**src/rtl/muldiv_unit.sv**
```systemverilog
// muldiv_unit: iterative shared multiply/divide engine for HI/LO (MULDIV_UNSIGNED_EN enables multu/divu)
module muldiv_unit #(
  parameter int WIDTH = 32
) (
  input  logic             clk,
  input  logic             reset,
  input  logic             start,
  input  logic [1:0]       op,
  input  logic [WIDTH-1:0] a,
  input  logic [WIDTH-1:0] b,
  output logic             busy,
  output logic             done,
  output logic [WIDTH-1:0] hi,
  output logic [WIDTH-1:0] lo,
  output logic             div_zero
);
  localparam int CW = $clog2(WIDTH + 1);
  typedef enum logic [1:0] {IDLE, PREP, RUN} state_t;
  state_t r_state, w_next;
  logic               r_div, r_qneg, r_rneg, r_done, r_dz;
  logic [WIDTH-1:0]   r_mb, r_hi, r_lo;
  logic [2*WIDTH-1:0] r_acc;
  logic [CW-1:0]      r_cnt;
  logic               w_sgn, w_an, w_bn, w_fin, w_dz;
  logic [WIDTH-1:0]   w_ma, w_mb, w_q, w_r;
  logic [WIDTH:0]     w_sum, w_sh, w_diff;
  logic [2*WIDTH-1:0] w_acc_n, w_prod;
`ifdef MULDIV_UNSIGNED_EN
  assign w_sgn = ~op[1];
`else
  logic w_unused;
  assign w_unused = op[1];
  assign w_sgn = 1'b1;
`endif
  assign w_an = w_sgn & a[WIDTH-1];
  assign w_bn = w_sgn & b[WIDTH-1];
  assign w_ma = w_an ? -a : a;
  assign w_mb = w_bn ? -b : b;
  assign w_fin = (r_state == RUN) && (r_cnt == CW'(1));
  assign w_dz = (r_state == PREP) && r_div && (r_mb == '0);
  // the accumulator starts as {0, |a|}: multiply adds |b| into the upper half, divide shifts |a| out as dividend bits
  assign w_sum = {1'b0, r_acc[2*WIDTH-1:WIDTH]} + {1'b0, (r_acc[0] ? r_mb : {WIDTH{1'b0}})};
  assign w_sh = r_acc[2*WIDTH-1:WIDTH-1];
  assign w_diff = w_sh - {1'b0, r_mb};
  assign w_acc_n = r_div ? {(w_diff[WIDTH] ? w_sh[WIDTH-1:0] : w_diff[WIDTH-1:0]), r_acc[WIDTH-2:0], ~w_diff[WIDTH]}
                         : {w_sum, r_acc[WIDTH-1:1]};
  assign w_prod = r_qneg ? -w_acc_n : w_acc_n;
  assign w_q = r_qneg ? -w_acc_n[WIDTH-1:0] : w_acc_n[WIDTH-1:0];
  assign w_r = r_rneg ? -w_acc_n[2*WIDTH-1:WIDTH] : w_acc_n[2*WIDTH-1:WIDTH];
  assign busy = (r_state != IDLE);
  assign done = r_done;
  assign hi = r_hi;
  assign lo = r_lo;
  assign div_zero = r_dz;
  // next state: sign fix-up is folded into the final iteration so the unit is idle again in the done cycle
  always_comb begin
    w_next = r_state;
    case (r_state)
      IDLE:    w_next = start ? PREP : IDLE;
      PREP:    w_next = w_dz ? IDLE : RUN;
      RUN:     w_next = w_fin ? IDLE : RUN;
      default: w_next = IDLE;
    endcase
  end
  // state, operand latch, iteration datapath and registered HI/LO results
  always_ff @(posedge clk) begin
    if (reset) begin
      r_state <= IDLE;
      r_div   <= 1'b0;
      r_qneg  <= 1'b0;
      r_rneg  <= 1'b0;
      r_done  <= 1'b0;
      r_dz    <= 1'b0;
      r_mb    <= '0;
      r_hi    <= '0;
      r_lo    <= '0;
      r_acc   <= '0;
      r_cnt   <= '0;
    end else begin
      r_state <= w_next;
      r_done  <= w_fin | w_dz;
      if (r_state == IDLE && start) begin
        r_div  <= op[0];
        r_qneg <= w_an ^ w_bn;
        r_rneg <= w_an;
        r_mb   <= w_mb;
        r_acc  <= {{WIDTH{1'b0}}, w_ma};
      end
      if (r_state == PREP) r_cnt <= CW'(WIDTH);
      if (r_state == RUN) begin
        r_acc <= w_acc_n;
        r_cnt <= r_cnt - CW'(1);
      end
      if (w_fin) begin
        r_hi <= r_div ? w_r : w_prod[2*WIDTH-1:WIDTH];
        r_lo <= r_div ? w_q : w_prod[WIDTH-1:0];
        r_dz <= 1'b0;
      end
      if (w_dz) r_dz <= 1'b1;
    end
  end
endmodule

```
**config.mk**
```make
export PLATFORM = sky130hd
export DESIGN_NAME = muldiv_unit
export DESIGN_NICKNAME = d
export VERILOG_FILES = /design/src/rtl/muldiv_unit.sv
export SDC_FILE = /design/constraint.sdc
export NUM_CORES = 1
export LEC_CHECK = 0
export CELL_PAD_IN_SITES_DETAIL_PLACEMENT = 2
export CELL_PAD_IN_SITES_GLOBAL_PLACEMENT = 2
export CORE_MARGIN = 1.5
export CORE_UTILIZATION = 32
export CTS_BUF_LIST = sky130_fd_sc_hd__clkbuf_8
export DETAILED_ROUTE_END_ITERATION = 7
export GPL_TIMING_DRIVEN = 0
export PLACE_DENSITY = 0.79
export SETUP_SLACK_MARGIN = 0.2
export SLEW_MARGIN = 0
export SYNTH_ARGS = -nofsm -noshare
export SYNTH_HDL_FRONTEND = slang
export SYNTH_SLANG_ARGS = --single-unit
```
**constraint.sdc**
```tcl
create_clock -name clk -period 5.6 [get_ports clk]
set_input_delay 1.4 -clock clk [delete_from_list [all_inputs] [get_ports clk]]
set_output_delay 1.4 -clock clk [all_outputs]
set_load 0.01 [all_outputs]
```
# Yosys cells after proc, flatten, opt, wreduce, memory -nomap -nowiden

Index checks and enable logic that the tools add are counted.

$add $sub $neg: 8
Multiply operators: 0
Div/mod/pow operators: 0
Order comparisons: 0
Eq/ne operators: 3
Shifts and indexed selects: 0
Multiplexer cells: 20
Bitwise gates (word level): 3
Reduce and logical (&&, ||, !) cells: 10

Operator list:

| operator                                            | number |
|---|---|
| two-way mux 32 bit                                  | 8 |
| two-way mux 64 bit                                  | 4 |
| negator 32 bit                                      | 4 |
| negator 64 bit                                      | 1 |
| adder 32 x 32 -> 33 bit                             | 1 |
| subtractor 33 x 32 -> 33 bit                        | 1 |
| zero test 32 bit                                    | 1 |
| two-way mux 6 bit                                   | 2 |
| nonzero test 2 bit                                  | 4 |
| equality test 6 x 1 -> 1 bit, second input constant | 1 |
| case mux 2 bit (3 select lines)                     | 1 |
| subtractor 6 x 1 -> 6 bit, second input constant    | 1 |
| logical AND 1 bit                                   | 4 |
| two-way mux 2 bit                                   | 2 |
| two-way mux 1 bit                                   | 3 |
| equality test 2 x 1 -> 1 bit, second input constant | 1 |
| equality test 2 bit, second input constant          | 1 |
| zero test 2 bit                                     | 1 |
| inverter 1 bit                                      | 1 |
| OR 1 bit                                            | 1 |
| XOR 1 bit                                           | 1 |

Flip-flop bits (word level): 173
Latch bits: 0
Bits in writable memories: 0
Bits in read-only memories: 0
Bits of input ports: 69
Output and inout port bits: 67
Word-level logic and storage cells: 55
Memories: 0

# Depth between registers and ports, before layout

Gate-level depths: netlist (run 1).

Depth in word-level cells: 6
Depth in mapped cells: 25
Mapped depth without buffers: 22

# Worst setup path after synthesis (run 1)

No wires, ideal clock.

Path kind: register to register
From: reg r_div
To: reg r_hi[22], in the netlist hi[22]
Library setup time: 86 ps
Arrival: 5361 ps
Required time: 5514 ps
Slack: 153 ps
Cell stages (with the launch flop): 24
Path buffers: 9
Period minus slack after synthesis: 5447 ps
Path through: dfxtp_1 buf_2 buf_2 buf_2 buf_2 buf_2 buf_1 buf_1 buf_2 buf_2 mux2_2 inv_1 ha_1 o21ai_0 nor4_1 nand3_1 or3_1 nor4_1 nor2_1 a31oi_1 and4_1 a21oi_1 xnor2_1 a211oi_1

Cells in the longest elaborated chain, start to end: 4
Elaborated cells on any way between the ends: 6
Classes of those cells: 2 x add/sub; 4 x mux

Ends and longest elaborated chain:

| element                                                         | RTL line | RTL |
|---|---|---|
| from (decl)                                                     | 20       | `logic r_div, r_qneg, r_rneg, r_done, r_dz;` |
| from (signal assigned)                                          | 83       | `r_div <= op[0];` |
| two-way mux 64 bit                                              | 45       | `assign w_acc_n = r_div ? {(w_diff[WIDTH] ? w_sh[WIDTH-1:0] : w_diff[WIDTH-1:0]), r_acc[WIDTH-2:0], ~w_diff[WID ...` |
| negator 64 bit / negator 32 bit (equally long branches)         | 47, 49   |  |
| two-way mux 64 bit / two-way mux 32 bit (equally long branches) | 47, 49   |  |
| two-way mux 32 bit (*)                                          | 95       | `r_hi <= r_div ? w_r : w_prod[2*WIDTH-1:WIDTH];` |
| to (signal assigned)                                            | 95       |  |
| to (decl)                                                       | 21       | `logic [WIDTH-1:0] r_mb, r_hi, r_lo;` |

Every way passes the cells marked *; elsewhere a longest branch is shown, timed or not.
A chain may end at the register's enable or synchronous reset.

# Final worst setup path (run 1)

From: reg r_mb[2]
To: reg r_hi[31], in the netlist hi[31]

Cells in the longest elaborated chain, start to end: 6
Elaborated cells on any way between the ends: 11
Classes of those cells: 4 x add/sub; 6 x mux; 1 x bitwise

Ends and longest elaborated chain:

| element                                                                   | RTL line | RTL |
|---|---|---|
| from (decl)                                                               | 21       |  |
| from (signal assigned)                                                    | 86       | `r_mb <= w_mb;` |
| subtractor 33 x 32 -> 33 bit / two-way mux 32 bit (equally long branches) | 44, 42   |  |
| two-way mux 32 bit (tied with other cells)                                | 45       |  |
| two-way mux 64 bit (*)                                                    | 45       |  |
| negator 64 bit / negator 32 bit (equally long branches)                   | 47, 49   |  |
| two-way mux 64 bit / two-way mux 32 bit (equally long branches)           | 47, 49   |  |
| two-way mux 32 bit (*)                                                    | 95       |  |

Marked as above.

==> qor.yml, run 1 <==
status: "completed"
final_util_pct: 39.51
hold_viol: 0
drt_wl_total_um: 79520
clockBufferDepth: 2
dieHeight_um: 221.5
grt_usage_pct: 31.82
tritoncts: "built"
antenna_left: 0
drt-initial-drc-count: 1408
place_area_um2: 17390
skew_ns: 0.02994
dp_hpwl_um: 64850
grt_pass1_vias: 18447
critPathKind: "reg2reg"
gp_congestion: 0.9503
overflow: 0
fin_tns_setup_ns: 0
port_buffers: 134
cp-end-kind: "flip-flop"
syn-num-nets: 2256
cap_violations: 0
vias: 17819
cts_buffers: 17
p_leak_nw: 6.950
finalInstanceArea_um2: 18510
antenna_found_initial: 3
worstSkewPairLatency_ns: 0.60
p_per_area_nw_per_um2: 217.7
seq_area_frac_synth_pct: 22.67
syn_avg_cell_area_um2: 7.236
ys_types: 94
num_io_pins: 136
nets: 2431
numClockSinks: 173
ir_drop_v: 0.0001819
die_x_um: 221.5
die_area_um2: 49060
finalCritPeriodShare_pct: 95.25
vias_per_cell: 6.128
fp-row-count: 79
drc: 0
synth-edff-count: 0
crit_arrival_ns: 5.84
rsz0062_at_grt: "true"
cts_hold_buffers: 0
layout-area-overhead-vs-synth_pct: 21.17
relSlewSlack_pct: 2.986
worstMarginPinSlew_ns: 1.443
grt_pass1_wl_um: 117800
worstPathMaxFanout: 9
startpoint_type: "flip-flop"
syn_area_um2: 15280
drive_above_1_share_pct: 9.917
yosysWarnings: 0
fmax_mhz: 187.5
final_cell_mix: "270 x nor2_1, 206 x nand2_1, 190 x a21oi_1"
min_period_ns: 5.334
async_reset_ff_share_pct: 0
htree_num_levels: 4
slew_viol_final: 0
cts_root_buffer: "clkbuf_8"
final_common_cell: "nor2_1"
synth-main-ff-cell: "dfxtp_1"
grt_max_degree: 19
path_clk_slew_ns: 0.11
hold_class: "reg2reg"
start_util_pct: 32.60
firstDrtPassIters: 6
syn_inst: 2111
cp.required_ns: 6.10
wl_per_cell_um: 27.35
ys_ff_latch: 173
core-area_um2: 46850
setup_viol: 0
[flip-flops by register name, indices dropped and copies added (netlist names)]
| name | count |
|---|---|
| r_rneg | 1 |
| done | 1 |
| lo | 32 |
| div_zero | 1 |
| r_mb | 32 |
| r_acc | 64 |
| r_state | 2 |
| r_cnt | 6 |
| r_qneg | 1 |
| r_div | 1 |
| hi | 32 |
[layer usage]
| metal | GRT usage, % | wire length [µm] | up-vias |
|---|---|---|---|
| met5 | 0 | 0 | - |
| met4 | 9.589 | 1933 | 0 |
| met3 | 7.050 | 5979 | 110 |
| met2 | 50.45 | 35540 | 581 |
| met1 | 42.97 | 36070 | 9043 |
| li1 | - | - | 8085 |
[final timing paths]
| check | start | to | slack [ns] | depth (start not counted) |
|---|---|---|---|---|
| worst max-delay path | r_mb[2]$_SDFFE_PP0P_ | hi[31]$_SDFFE_PP0P_ | 0.27 | 16 |
| worst min-delay path | lo[4]$_SDFFE_PP0P_ | lo[4]$_SDFFE_PP0P_ | 0.47 | 2 |
| worst max register to register | r_mb[2]$_SDFFE_PP0P_ | hi[31]$_SDFFE_PP0P_ | 0.27 | 16 |
| worst min register to register | lo[4]$_SDFFE_PP0P_ | lo[4]$_SDFFE_PP0P_ | 0.47 | 2 |
[worst max-delay path: stages, from the launching register on]
cell	delay, ns
dfxtp_2	0.38
inv_1	0.06
ha_1	0.36
nor2b_4	0.17
o311a_4	0.39
o21a_4	0.27
o21a_1	0.18
buf_4	0.19
nor3_4	0.25
buf_4	0.22
o21ai_1	0.23
o311ai_2	0.68
nand4_1	0.28
o31a_1	0.40
or4b_1	0.56
a211o_1	0.36
a311oi_1	0.27
[power by group]
group / internal [W] / leakage, nW / switching (W)
Sequential: 0.00130 / 1.42 / 0.000106
Clock: 0.000343 / 0.200 / 0.000604
Combinational: 0.000572 / 5.33 / 0.00110
[repair_timing]
| item | CTS | global route |
|---|---|---|
| resized for setup | 62 | 89 |
| pin swaps | 9 | 17 |
| gates cloned | 0 | 0 |
| endpoints found under the hold margin | 0 | 0 |
| buffers inserted | 8 | 13 |
| endpoints found under the setup margin | 63 | 16 |
[cell type report]
class | instances | area (µm²)
fill | 5551 | 28340
buffer | 121 | 583.1
multi-input combinational | 1749 | 11510
tap | 607 | 759.5
clock inverter | 14 | 150.1
inverter | 68 | 255.2
timing repair buffer | 156 | 1504
sequential | 173 | 3496
clock buffer | 18 | 247.7
antenna | 2 | 5.005
[cells by family after synthesis]
logic type	count (synthesis)	share of synthesized area [%]
multiplexers	40	2.785
XOR/XNOR	148	8.486
adder cells (fa/ha/maj)	76	6.323
AND/OR/NAND/NOR	829	26.16
buffers and inverters	189	4.906
flip-flops	173	22.67
AO/OA/AOI/OAI	656	28.67
[cells in the mapped netlist, types with 10 or more instances]
cell	count	share of area, %
o41ai_1	16	0.92
dfxtp_1	173	23
o21a_1	19	0.93
or3_1	23	0.94
o211ai_1	20	0.98
and3_1	28	1.1
a21oi_1	200	6.6
and2_1	47	1.9
inv_1	66	1.6
o21ai_1	10	0.33
a31oi_1	27	1.1
nor2_1	274	6.7
o31ai_1	42	2.1
nand3b_1	11	0.54
or2_2	14	0.57
nor3b_1	10	0.49
nor4_1	26	1.1
xor2_1	85	4.9
nand3_1	42	1.4
buf_2	17	0.56
nand2_1	208	5.1
a211oi_1	93	4.6
a21o_1	26	1.3
o21ai_0	89	2.9
mux2_2	20	1.5
nor3_1	55	1.8
xnor2_1	63	3.6
ha_1	74	6.1
mux2i_1	20	1.3
clkbuf_1	89	2.2
buf_1	12	0.29
or4_1	19	0.93
nand4_1	31	1.3
[per-stage QoR]
| step | hold WS (ns) | setup WS (ns) | cells | total power [W] |
|---|---|---|---|---|
| final | 0.4662 | 0.2658 | 2908 | 0.004029 |
| after global routing | 0.4826 | 0.1592 | 2907 | 0.004204 |
| after CTS | 0.4623 | 0.1218 | 2893 | 0.003940 |
| after floorplan | 0.4530 | 0.2830 | 2111 | 0.002345 |
| after detailed placement | 0.4498 | -2.776 | 2853 | 0.002960 |
| after global placement | 0.4433 | -2.723 | 2852 | 0.002908 |
Note: power is estimated with default switching activity, not from simulation.
==> inputs of run 2 (changes only) <==
--- a/config.mk
+++ b/config.mk
@@ -13,7 +13,6 @@
 export DETAILED_ROUTE_END_ITERATION = 7
 export GPL_TIMING_DRIVEN = 0
 export PLACE_DENSITY = 0.79
-export SETUP_SLACK_MARGIN = 0.2
 export SLEW_MARGIN = 0
 export SYNTH_ARGS = -nofsm -noshare
 export SYNTH_HDL_FRONTEND = slang
==> run 2 against run 1 <==
Clock-buffer cell count down 1. Flip-flop and latch count stayed put. First-iteration DRC count decreased by 12%. Design area fell by 1.3%. Combinational power shrank 3%. Hold slack lost 0.0029 ns. Worst setup slack worse by 0.12 ns. Power shrank 1.0%. Cell count shrank 0.28%. Sequential power barely moved.
==> qor.yml, run 2 (same netlist as run 1, synthesis figures left out) <==
overflow: 0  # unchanged
wl_per_cell_um: 27.34  # was 27.35 µm
whs_ns: 0.4633  # was 0.4662 ns
final_cell_mix: "271 x nor2_1, 207 x nand2_1, 194 x a21oi_1"  # was 270 x nor2_1, 206 x nand2_1, 190 x a21oi_1
relSlewSlack_pct: 8.018  # was 2.986%
ir_drop_v: 0.0001852  # was 0.0001819 V
vias_per_cell: 6.114  # was 6.128
drt_wl_total_um: 79290  # was 79520 µm
drt-initial-drc-count: 1239  # was 1408
pwr-share-comb_pct: 40.8  # was 41.6%
layout-area-overhead-vs-synth_pct: 19.65  # was 21.17%
worstRegToRegCells: 21  # was 16
grt_usage_pct: 31.97  # was 31.82%
power_w: 0.003987  # was 0.004029 W
min_period_ns: 5.451  # was 5.334 ns
die_x_um: 221.5  # unchanged
status: "completed"  # unchanged
cp-end-kind: "flip-flop"  # unchanged
cts_root_buffer: "clkbuf_8"  # unchanged
worst-r2r-setup-slack_ns: 0.15  # was 0.27 ns
gp_congestion: 0.9403  # was 0.9503
crit_path_start: "r_acc[33]$_SDFFE_PP0P_"  # was r_mb[2]$_SDFFE_PP0P_
p_seq_share_pct: 35.3  # was 34.9%
worstMarginPinSlew_ns: 1.368  # was 1.443 ns
grt_pass1_wl_um: 119300  # was 117800 µm
drc: 0  # unchanged
max_stage_delay_ns: 0.47  # was 0.68 ns
worstPathMaxFanout: 9  # unchanged
p_per_area_nw_per_um2: 218.1  # was 217.7 nW/µm²
highest_layer: "met5"  # was met4
power_switching_w: 0.001772  # was 0.001814 W
crit_arrival_ns: 5.91  # was 5.84 ns
swShare_pct: 44.45  # was 45.02%
nets: 2422  # was 2431
port_buffers: 134  # unchanged
grt_max_degree: 20  # was 19
wl_met1_um: 37230  # was 36070 µm
wl_met2_um: 35590  # was 35540 µm
core-area_um2: 46850  # unchanged
drive_above_1_share_pct: 8.515  # was 9.917%
worstPathCellList: "ha_1, nor2b_4, o311a_4, o21a_2, o21a_1, buf_4, o31ai_4, nor2_2, nor2_4, ha_1, o21ai_2, nor4_4, nand3_1, or3_4, nand3_1, o21ai_0, nor3_1, nand4_1, o31ai_1, xor2_1, o21ai_0"  # was inv_1, ha_1, nor2b_4, o311a_4, o21a_4, o21a_1, buf_4, nor3_4, buf_4, o21ai_1, o311ai_2, nand4_1, o31a_1, or4b_1, a211o_1, a311oi_1
cp.depth: 21  # was 16
slew_viol_final: 0  # unchanged
register_area_um2: 3492  # was 3496 µm²
htree_num_levels: 4  # unchanged
crit_slowest_cell: "dfxtp_2"  # was o311ai_2
setup_viol: 0  # unchanged
multiInputGateArea_um2: 11350  # was 11510 µm²
regMostFlops: "r_acc"  # unchanged
antenna_found_initial: 2  # was 3
cp_top_family: "simple AND/OR/NAND/NOR gates"  # was compound AO/OA/AOI/OAI gates
cp.required_ns: 6.06  # was 6.10 ns
cts_buffers: 17  # unchanged
die_area_um2: 49060  # unchanged
fillers: 5579  # was 5551
critPathKind: "reg2reg"  # unchanged
final_common_cell: "nor2_1"  # unchanged
dieHeight_um: 221.5  # unchanged
hold_viol: 0  # unchanged
r2r-end: "hi[26]$_SDFFE_PP0P_"  # was hi[31]$_SDFFE_PP0P_
cap_violations: 0  # unchanged
r2r-start: "r_acc[33]$_SDFFE_PP0P_"  # was r_mb[2]$_SDFFE_PP0P_
cts_hold_buffers: 0  # unchanged
largest_reg_flops: 64  # unchanged
fp-row-count: 79  # unchanged
vias: 17730  # was 17819
tritoncts: "built"  # unchanged
cp.buffers_inverters: 1  # was 3
startpoint_type: "flip-flop"  # unchanged
antenna_left: 0  # unchanged
internal-power_w: 0.002215  # about the same
worstSkewPairLatency_ns: 0.59  # was 0.60 ns
clockBufferDepth: 2  # unchanged
start_util_pct: 32.60  # unchanged
wl_met3_um: 4723  # was 5979 µm
fmax_mhz: 183.4  # was 187.5 MHz
path_clk_slew_ns: 0.11  # about the same
power_frac_clock_pct: 23.9  # was 23.5%
dp_hpwl_um: 65120  # was 64850 µm
firstDrtPassIters: 5  # was 6
hold_class: "reg2reg"  # unchanged
num_io_pins: 136  # unchanged
finalCritPeriodShare_pct: 97.35  # was 95.25%
cp-endpoint: "hi[26]$_SDFFE_PP0P_"  # was hi[31]$_SDFFE_PP0P_
grt_pass1_vias: 18430  # was 18447
numClockSinks: 173  # unchanged
skew_ns: 0.02657  # was 0.02994 ns
hold_start: "lo[5]$_SDFFE_PP0P_"  # was lo[4]$_SDFFE_PP0P_
p_leak_nw: 6.868  # was 6.950 nW
==> run 2: cell count changes in the layout (fill, tap and decap cells not counted), sizes merged <==
cell      delta
clkbuf       -2
diode        +1
clkinv       -2
bufinv       +1
buf          -8
clkinvlp     +1
inv          +1
==> run 2: power by group through the flow <==
stage               Sequential (W)  Clock [W]  Combinational (W)
floorplan                  0.00138          0           0.000966
global placement           0.00142          0            0.00149
detailed placement         0.00143          0            0.00153
CTS                        0.00140   0.000962            0.00156
global route               0.00141    0.00100            0.00174
finish                     0.00141   0.000955            0.00163
==> run 2: worst min path at each step <==
stage,end,cells past startpoint,slack [ns]
CTS,lo[5]$_SDFFE_PP0P_,2,0.46
global route,lo[8]$_SDFFE_PP0P_,2,0.49
detailed placement,lo[5]$_SDFFE_PP0P_,2,0.45
global placement,lo[10]$_SDFFE_PP0P_,2,0.44
floorplan,r_mb[22]$_SDFFE_PP0P_,2,0.45
finish,lo[5]$_SDFFE_PP0P_,2,0.46
==> run 2: stage by stage <==
step,worst slack [ns],setup TNS [ns],util [%],std cells,cell area [µm²]
global route,-0.02736,-0.03916,38.99,2897,18270
detailed placement,-2.967,-59.34,37.10,2853,17380
floorplan,0.1535,0,-,2111,15280
CTS,0.01752,0,38.34,2887,17960
finish,0.1486,0,39.01,2900,18280
global placement,-2.901,-58.49,37.09,2852,17380
==> run 2: layout make-up <==
| type | count | share of cell area, % |
|---|---|---|
| buffer | 118 | 2.985 |
| clock inverter | 15 | 0.8694 |
| clock buffer | 17 | 1.280 |
| antenna | 3 | 0.04107 |
| multi-input combinational | 1749 | 62.12 |
| tap | 607 | 4.155 |
| sequential | 173 | 19.11 |
| timing repair buffer | 150 | 8.050 |
| inverter | 68 | 1.396 |
==> run 2: worst min-delay path, cell delays in order, from the launching register on <==
cell,delay (ns)
dfxtp_1,0.33
nand2_1,0.05
a21oi_1,0.05
==> run 2: repair_timing <==
item / CTS / global route
setup buffers: 4 / 11
resized for setup: 48 / 63
setup endpoints to repair: 60 / 13
pin swaps: 5 / 9
==> run 2: per-layer routing <==
metal  up-vias  GRT usage (%)
li1       8078              -
met1      9028          44.83
met2       514          51.54
met3       108          4.214
met4         2          8.087
met5         -              0
==> inputs of run 3 (changes only) <==
--- a/config.mk
+++ b/config.mk
@@ -12,7 +12,7 @@
 export CTS_BUF_LIST = sky130_fd_sc_hd__clkbuf_8
 export DETAILED_ROUTE_END_ITERATION = 7
 export GPL_TIMING_DRIVEN = 0
-export PLACE_DENSITY = 0.79
+export PLACE_DENSITY = 0.8
 export SLEW_MARGIN = 0
 export SYNTH_ARGS = -nofsm -noshare
 export SYNTH_HDL_FRONTEND = slang
==> constraint.sdc (replaced) <==
create_clock -name clk -period 4.8 [get_ports clk]
set_input_delay 1.2 -clock clk [delete_from_list [all_inputs] [get_ports clk]]
set_output_delay 1.2 -clock clk [all_outputs]
set_load 0.01 [all_outputs]
==> run 3 against run 2 <==
Clock-buffer cell count stayed put. Clock power rose by 25%. Hold slack worse by 0.0011 ns. Worst setup slack got worse by 0.45 ns. Power grew 24%. Flip-flop and latch count did not move. First-iteration DRC count increased by 33%. Cell count rose by 1.9%. Maximum frequency increased by 6.8%. Design area increased by 7.3%. Combinational power increased by 30%. Largest cell class unchanged. Sequential share of layout area down 0.95 points. The run now ends with setup timing left.
==> qor.yml, run 3 (same netlist as run 1, synthesis figures left out) <==
worst-r2r-setup-slack_ns: -0.30  # was 0.15 ns
hold_class: "reg2reg"  # unchanged
fmax_mhz: 196.0  # was 183.4 MHz
finalInstanceArea_um2: 19620  # was 18280 µm²
crit_path_start: "r_mb[31]$_SDFFE_PP0P_"  # was r_acc[33]$_SDFFE_PP0P_
cp-end-kind: "flip-flop"  # unchanged
wl_per_cell_um: 28.66  # was 27.34 µm
antenna_found_initial: 4  # was 2
critPathKind: "reg2reg"  # unchanged
num_io_pins: 136  # unchanged
die_area_um2: 49060  # unchanged
vias: 18593  # was 17730
crit_slowest_cell: "a2111oi_1"  # was dfxtp_2
path_clk_slew_ns: 0.11  # about the same
violations: "setup timing"
die_x_um: 221.5  # unchanged
layout-area-overhead-vs-synth_pct: 28.41  # was 19.65%
rsz0062_at_grt: "true"
vias_per_cell: 6.290  # was 6.114
worstPathMaxFanout: 10  # was 9
worstMarginPinSlew_ns: 1.222  # was 1.368 ns
dp_hpwl_um: 64370  # was 65120 µm
wl_met3_um: 7536  # was 4723 µm
hold_viol: 0  # unchanged
start_util_pct: 32.60  # unchanged
port_buffers: 134  # unchanged
crit_arrival_ns: 5.61  # was 5.91 ns
ir_drop_v: 0.0002077  # was 0.0001852 V
p_leak_nw: 7.305  # was 6.868 nW
drive_above_1_share_pct: 15.63  # was 8.515%
cts_hold_buffers: 0  # unchanged
relSlewSlack_pct: 17.90  # was 8.018%
clockBufferDepth: 2  # unchanged
fp-row-count: 79  # unchanged
regMostFlops: "r_acc"  # unchanged
overflow: 0  # unchanged
core-area_um2: 46850  # unchanged
hold_start: "lo[8]$_SDFFE_PP0P_"  # was lo[5]$_SDFFE_PP0P_
gp_congestion: 0.9456  # was 0.9403
drt-initial-drc-count: 1647  # was 1239
final_common_cell: "nor2_1"  # unchanged
p_per_area_nw_per_um2: 252.1  # was 218.1 nW/µm²
antenna_left: 0  # unchanged
cpMostUsedCell: "buf_6"
numClockSinks: 173  # unchanged
largest_reg_flops: 64  # unchanged
wl_met1_um: 36350  # was 37230 µm
slew_viol_final: 0  # unchanged
drt_wl_total_um: 84710  # was 79290 µm
cp_top_family: "compound AO/OA/AOI/OAI gates"  # was simple AND/OR/NAND/NOR gates
cts_buffers: 17  # unchanged
dieHeight_um: 221.5  # unchanged
worstPathCellList: "inv_2, ha_2, nand4_1, nor3_2, and3_2, o21a_1, buf_6, o21ai_4, buf_6, a2111oi_1, o31ai_1, and2_1, o31a_1, or4b_1, a211o_1, a311oi_2"  # was ha_1, nor2b_4, o311a_4, o21a_2, o21a_1, buf_4, o31ai_4, nor2_2, nor2_4, ha_1, o21ai_2, nor4_4, nand3_1, or3_4, nand3_1, o21ai_0, nor3_1, nand4_1, o31ai_1, xor2_1, o21ai_0
grt_max_degree: 19  # was 20
grt_usage_pct: 32.87  # was 31.97%
grt_pass1_vias: 19040  # was 18430
highest_layer: "met4"  # was met5
worstSkewPairLatency_ns: 0.59  # about the same
fin_tns_setup_ns: -1.549  # was 0 ns
skew_ns: 0.02303  # was 0.02657 ns
cap_violations: 0  # unchanged
setup_ws_ns: -0.3027  # was 0.1486 ns
htree_num_levels: 4  # unchanged
cts_root_buffer: "clkbuf_8"  # unchanged
max_stage_delay_ns: 0.76  # was 0.47 ns
grt_pass1_wl_um: 122400  # was 119300 µm
setup_viol: 10  # was 0
drc: 0  # unchanged
startpoint_type: "flip-flop"  # unchanged
finalCritPeriodShare_pct: 106.3  # was 97.35%
tritoncts: "built"  # unchanged
place_area_um2: 17400  # was 17380 µm²
cp.required_ns: 5.31  # was 6.06 ns
nets: 2480  # was 2422
min_period_ns: 5.103  # was 5.451 ns
final_cell_mix: "267 x nor2_1, 203 x nand2_1, 183 x a21oi_1"  # was 271 x nor2_1, 207 x nand2_1, 194 x a21oi_1
status: "finished, violations left"  # was completed
firstDrtPassIters: 6  # was 5
wl_met2_um: 37760  # was 35590 µm
cp.buffers_inverters: 3  # was 1
r2r-start: "r_mb[31]$_SDFFE_PP0P_"  # was r_acc[33]$_SDFFE_PP0P_
[run 3: routing by layer]
metal  vias to the layer above  GRT usage (%)
met3                       185          5.831
met4                         0          11.44
li1                       8180              -
met1                      9362          44.79
met5                         -              0
met2                       866          52.04
[run 3: worst paths after layout]
kind	endpoint	cells after the start
worst max-delay path	hi[31]$_SDFFE_PP0P_	16
worst min-delay path	lo[8]$_SDFFE_PP0P_	2
worst min register to register	lo[8]$_SDFFE_PP0P_	2
worst max register to register	hi[31]$_SDFFE_PP0P_	16
[run 3: final cells by class]
cell class | count | area [µm²]
diodes | 1 | 2.502
plain buffers | 118 | 628.1
clock buffers | 17 | 234.0
clock inverters | 15 | 198.9
fillers | 5415 | 27240
inverters | 68 | 257.7
multi-input cells | 1749 | 12030
flip-flops and latches | 173 | 3562
well taps | 607 | 759.5
repair buffers | 208 | 1939
[run 3: what timing repair did]
action                                  CTS  global route
gates cloned                              0             2
buffers inserted                         39            33
endpoints found under the setup margin   73            26
pin swaps                                47            59
gates resized for setup                 196           117
[run 3: report_power, final]
part	switching, W	total (W)	internal, W
Clock	0.000702	0.00119	0.000489
Sequential	0.000122	0.00164	0.00152
Combinational	0.00137	0.00212	0.000741
Total	0.00220	0.00494	0.00275
[run 3: metrics by stage]
step           util, %  setup slack (ns)  power [W]  hold slack (ns)  cells
5_1_grt          41.86           -0.3803   0.005128           0.4737   2955
2_1_floorplan        -         0.0008651   0.002738           0.4530   2111
3_5_place_dp     37.14            -2.399   0.003453           0.4472   2852
3_3_place_gp     37.14            -2.303   0.003388           0.4418   2852
4_1_cts          40.30           -0.3247   0.004780           0.4628   2920
6_report         41.87           -0.3027   0.004945           0.4622   2956
[run 3: tightest hold or removal path: cells and delay by family (launching register included)]
family,cells,cell delay [ns]
compound gates,1,0.05
simple gates,1,0.05
flops,1,0.32
